File: config.mk
export PLATFORM = sky130hd
export DESIGN_NAME = pipe_adder
export DESIGN_NICKNAME = d
export VERILOG_FILES = /design/src/rtl/pipe_adder.sv
export SDC_FILE = /design/constraint.sdc
export NUM_CORES = 1
export LEC_CHECK = 0
export ABC_AREA = 1
export BUFFER_PORTS_ARGS = -buffer_cell sky130_fd_sc_hd__buf_2
export CORE_ASPECT_RATIO = 0.7
export CORE_MARGIN = 2
export CORE_UTILIZATION = 52
export DETAILED_ROUTE_END_ITERATION = 12
export PLACE_DENSITY_LB_ADDON = 0.2
export SYNTH_ARGS = -nofsm -noshare
export SYNTH_HDL_FRONTEND = slang
export SYNTH_SLANG_ARGS = --single-unit
File: constraint.sdc
create_clock -name clk -period 6.3 [get_ports clk]
set_input_delay 1.26 -clock clk [delete_from_list [all_inputs] [get_ports clk]]
set_output_delay 1.26 -clock clk [all_outputs]
set_load 0.05 [all_outputs]
File: src/rtl/pipe_adder.sv
// pipe_adder: WIDTH-bit add/subtract split into STAGES segments with a registered carry between them.
// Define PIPE_ADDER_FLAGS_EN to build the registered zf/sf/of flags; otherwise they are tied to 0.
module pipe_adder #(
  parameter int WIDTH  = 32,
  parameter int STAGES = 4
) (
  input  logic             clk,
  input  logic             rst,
  input  logic             in_valid,
  output logic             in_ready,
  input  logic [WIDTH-1:0] x,
  input  logic [WIDTH-1:0] y,
  input  logic             sub,
  output logic             out_valid,
  input  logic             out_ready,
  output logic [WIDTH-1:0] f,
  output logic             cout,
  output logic             zf,
  output logic             sf,
  output logic             of
);
  localparam int SEG = WIDTH / STAGES;

  logic en;
  assign en       = !out_valid || out_ready;
  assign in_ready = en;

  for (genvar k = 0; k < STAGES; k++) begin : g_stage
    // Stage k sees only the operand bits not yet summed, and the sum bits already produced.
    localparam int UW = WIDTH - k * SEG;
    logic [UW-1:0]        xa, ya;
    logic                 ci, vin;
    logic [SEG:0]         seg;
    logic [(k+1)*SEG-1:0] s_d, s_q;
    logic                 vld_q, c_q;

    if (k == 0) begin : g_head
      assign xa  = x;
      assign ya  = sub ? ~y : y;
      assign ci  = sub;
      assign vin = in_valid;
      assign s_d = seg[SEG-1:0];
    end else begin : g_tail
      assign xa  = g_stage[k-1].g_fwd.xu_q;
      assign ya  = g_stage[k-1].g_fwd.yu_q;
      assign ci  = g_stage[k-1].c_q;
      assign vin = g_stage[k-1].vld_q;
      assign s_d = {seg[SEG-1:0], g_stage[k-1].s_q};
    end

    assign seg = {1'b0, xa[SEG-1:0]} + {1'b0, ya[SEG-1:0]} + {{SEG{1'b0}}, ci};

    always_ff @(posedge clk or posedge rst) begin
      if (rst) begin
        vld_q <= 1'b0;
        c_q   <= 1'b0;
        s_q   <= '0;
      end else if (en) begin
        vld_q <= vin;
        c_q   <= seg[SEG];
        s_q   <= s_d;
      end
    end

    if (k < STAGES - 1) begin : g_fwd
      logic [UW-SEG-1:0] xu_q, yu_q;
      always_ff @(posedge clk or posedge rst) begin
        if (rst) begin
          xu_q <= '0;
          yu_q <= '0;
        end else if (en) begin
          xu_q <= xa[UW-1:SEG];
          yu_q <= ya[UW-1:SEG];
        end
      end
    end
  end

  assign out_valid = g_stage[STAGES-1].vld_q;
  assign f         = g_stage[STAGES-1].s_q;
  assign cout      = g_stage[STAGES-1].c_q;

`ifdef PIPE_ADDER_FLAGS_EN
  // Flags come from the last stage's combinational sum so they land in the same edge as f.
  logic zf_d, sf_d, of_d;
  logic zf_q, sf_q, of_q;
  assign zf_d = (g_stage[STAGES-1].s_d == '0);
  assign sf_d = g_stage[STAGES-1].s_d[WIDTH-1];
  assign of_d = (g_stage[STAGES-1].xa[SEG-1] == g_stage[STAGES-1].ya[SEG-1]) &&
                (sf_d != g_stage[STAGES-1].xa[SEG-1]);

  always_ff @(posedge clk or posedge rst) begin
    if (rst) begin
      zf_q <= 1'b0;
      sf_q <= 1'b0;
      of_q <= 1'b0;
    end else if (en) begin
      zf_q <= zf_d;
      sf_q <= sf_d;
      of_q <= of_d;
    end
  end

  assign zf = zf_q;
  assign sf = sf_q;
  assign of = of_q;
`else
  assign zf = 1'b0;
  assign sf = 1'b0;
  assign of = 1'b0;
`endif
endmodule

==> impl_metrics.py <==
metrics = {
    "worst_setup_path": {
        "crit_required_ps": 5040,
        "worst-path-max-fanout": 94,
        "r2r-end": "g_stage[0].g_fwd.yu_q[6]",
        "start_kind": "input pin",
        "reg2reg_depth": 5,
        "endpoint_kind": "primary output",
        "path_cells": "buf_2 > nor2_4 > inv_4 > buf_2",
        "path_class": "input pin to primary output",
        "crit_arrival_ps": 2490,
        "slowest_delay_ps": 630,
        "r2r_setup_slack_ps": 3590,
        "critPathSlowestCell": "inv_4",
        "critPathMostFrequentCell": "buf_2",
        "rr_startpoint": "out_valid",
    },
    "floorplan": {
        "rows": 38,
        "core_area_sq_mm": 0.0157,
        "ios": 107,
        "die_width_um": 156,
        "dieHeight_um": 111,
        "die_area_sq_mm": 0.0173,
        "initial_core_util_pct": 53.9,
    },
    "global_routing": {
        "grt_start_max_net_pins": 118,
        "antenna_found_initial": 0,
        "overflow": 0,
        "grt_pass1_wl_um": 27600,
        "grt_pass1_vias": 5822,
        "grtUsageTotal_pct": 19.8,
    },
    "clock_tree": {
        "cts_resized": 0,
        "cts_tree": "yes",
        "path_clk_slew_ps": 70,
        "cts_made_buffers": 17,
        "clock_latency_ps": 420,
        "clock_sinks": 184,
        "root_buffer": "clkbuf_16",
        "clk_path_buf_depth": 2,
        "cts_setup_buffers": 0,
        "htreeDepth": 4,
        "hold_buffers": 0,
    },
    "synthesis": {
        "synth_top_area_share_pct": 54.5,
        "yosysTopAreaCell": "dfrtp_1",
        "ys_warn_count": 0,
        "yosys_register_bits": 184,
        "synth_cell_types": 25,
        "async_reset_ff_share_pct": 100,
        "synth_ff_type": "dfrtp_1",
        "synth_edf_count": 0,
        "ys_seq_area_share_pct": 54.5,
        "ys_top_cells_by_area": "dfrtp_1 (54%), nand2_1 (19%), o21ai_0 (5.2%), ha_1 (4.1%), xnor2_1 (3.3%)",
        "syn_area_sq_mm": 0.00846,
        "yosysMostFrequentCell": "nand2_1",
        "synthTopCellsByCount": "nand2_1 (425), dfrtp_1 (184), o21ai_0 (88)",
        "synthCells": 957,
        "avgSynthCellArea_sq_um": 8.84,
    },
    "detailed_routing": {
        "viasPerCell": 4.89,
        "drtPass1Iterations": 4,
        "ant_nets": 0,
        "vias": 6118,
        "totalWireLength_um": 16200,
        "wl_per_cell_um": 12.9,
        "drc": 0,
        "drtIter0Drc": 386,
    },
    "sta": {
        "finalClockSkew_ps": 12.6,
        "fmax_mhz": 267,
        "timing.final.max_slew_violations": 0,
        "setup_viol": 0,
        "slew_headroom_pct": 28.2,
        "worstMarginPinSlew_ps": 1080,
        "finalHoldViolations": 0,
        "rsz0062_at_grt": "no",
        "finalSetupTns_ps": 0,
        "fin_crit_sh_pct": 59.5,
        "post-route-min-period_ps": 3750,
    },
    "placed_design": {
        "dpl.hpwl_um": 10300,
        "port_buffers": 103,
        "place.gp.congestion": 0.814,
    },
    "layout": {
        "finalNetCount": 1143,
        "layout-drive-gt1-share_pct": 13.8,
        "fillerInstances": 1424,
        "diodes": 0,
        "area_growth_syn_to_layout_pct": 12.9,
        "multi_input_area_sq_mm": 0.00333,
        "regArea_sq_mm": 0.00460,
    },
    "power": {
        "pwr-share-comb_pct": 39.8,
        "p_per_area_mw_per_mm2": 537,
        "seq_power_share_pct": 39.0,
        "clkPwrFrac_pct": 21.2,
        "total_power_mw": 5.12,
        "switchingPower_mw": 2.13,
        "p_leak_nw": 5.02,
        "p_int_mw": 2.99,
        "swShare_pct": 41.6,
        "irDropWorstVdd_v": 0.000273,
    },
    "worst_hold_path": {
        "hold_path_class": "flop to flop",
        "whs_endpoint": "f[13]",
        "hold_depth": 2,
        "hp-start": "g_stage[2].s_q[13]",
    },
    "outcome": {
        "outcome": "finished clean",
    },
    "job": {
        "cap_violations": 0,
    },
}
[through the flow]
step	instance area, sq um	hold slack [ps]	util (%)	cells	setup WS (ps)
after floorplan	8460	440	-	959	39.6
after global placement	8940	450	57.0	1220	2560
after detailed placement	8940	452	57.0	1220	2550
after CTS	9540	465	60.8	1252	2550
after global routing	9540	481	60.8	1252	2470
final	9540	461	60.8	1252	2550
[cells in the final DEF (no fill, tap or decap), drive strengths merged]
master | netlist | routed
nand3 | 28 | 28
o21ai | 91 | 91
a21o | 4 | 4
clkbuf | 7 | 18
ha | 28 | 28
a31oi | 1 | 1
nand4 | 1 | 1
a21oi | 22 | 22
conb | 1 | 3
nand2 | 425 | 425
xnor2 | 32 | 32
xor2 | 6 | 6
nor2 | 15 | 15
clkinv | 0 | 6
inv | 53 | 56
nand3b | 7 | 7
fa | 7 | 7
dfrtp | 184 | 184
or2 | 3 | 3
bufinv | 0 | 3
a211oi | 2 | 2
clkinvlp | 0 | 2
buf | 40 | 108
[cell families after synthesis]
group	share of synthesized area [%]
AO/OA/AOI/OAI	7.30
XOR/XNOR	3.94
adder cells (fa/ha/maj)	5.80
buffers and inverters	6.27
flip-flops	54.5
other	0.0443
AND/OR/NAND/NOR	22.2
[layout make-up]
cell class / count / area share (%)
Sequential cell: 184 / 48.2
Multi-Input combinational cell: 675 / 34.9
Timing Repair Buffer: 108 / 5.79
Clock buffer: 18 / 4.50
Tap cell: 200 / 2.62
Inverter: 53 / 2.16
Clock inverter: 14 / 1.81
[critical path: cells and delay by family]
| family | cells | cell delay [ps] |
|---|---|---|
| buffers and inverters | 3 | 1130 |
| AND/OR/NAND/NOR | 1 | 50 |
[registers in the layout (all words and copies together) (netlist names)]
register	cells
cout	1
f	32
g_stage.c_q	3
g_stage.g_fwd.xu_q	48
g_stage.g_fwd.yu_q	48
g_stage.s_q	48
g_stage.vld_q	3
out_valid	1
[how the worst max path moves through the flow]
stage	start	to	slack (ps)	cells after the start
floorplan	rst	cout	40	1
global placement	out_ready	in_ready	2560	4
detailed placement	out_ready	in_ready	2550	4
CTS	out_ready	in_ready	2550	4
global route	out_ready	in_ready	2470	4
finish	out_ready	in_ready	2550	4
[power by group through the flow]
| stage | clock network (mW) | logic, mW | registers, mW |
|---|---|---|---|
| 4_1_cts | 1.11 | 2.05 | 2.00 |
| 3_3_place_gp | 0 | 1.98 | 2.01 |
| 3_5_place_dp | 0 | 2.03 | 2.02 |
| 2_1_floorplan | 0 | 1.29 | 2.32 |
| 6_report | 1.09 | 2.04 | 2.00 |
| 5_1_grt | 1.16 | 2.32 | 2.07 |
[routing by layer]
metal  wire length (um)  track usage [%]
met1               8690             31.0
met2               6780             28.4
met3                515             3.60
met4                170             5.20
met5                  0                0
Note: power is estimated with default switching activity, not from simulation.
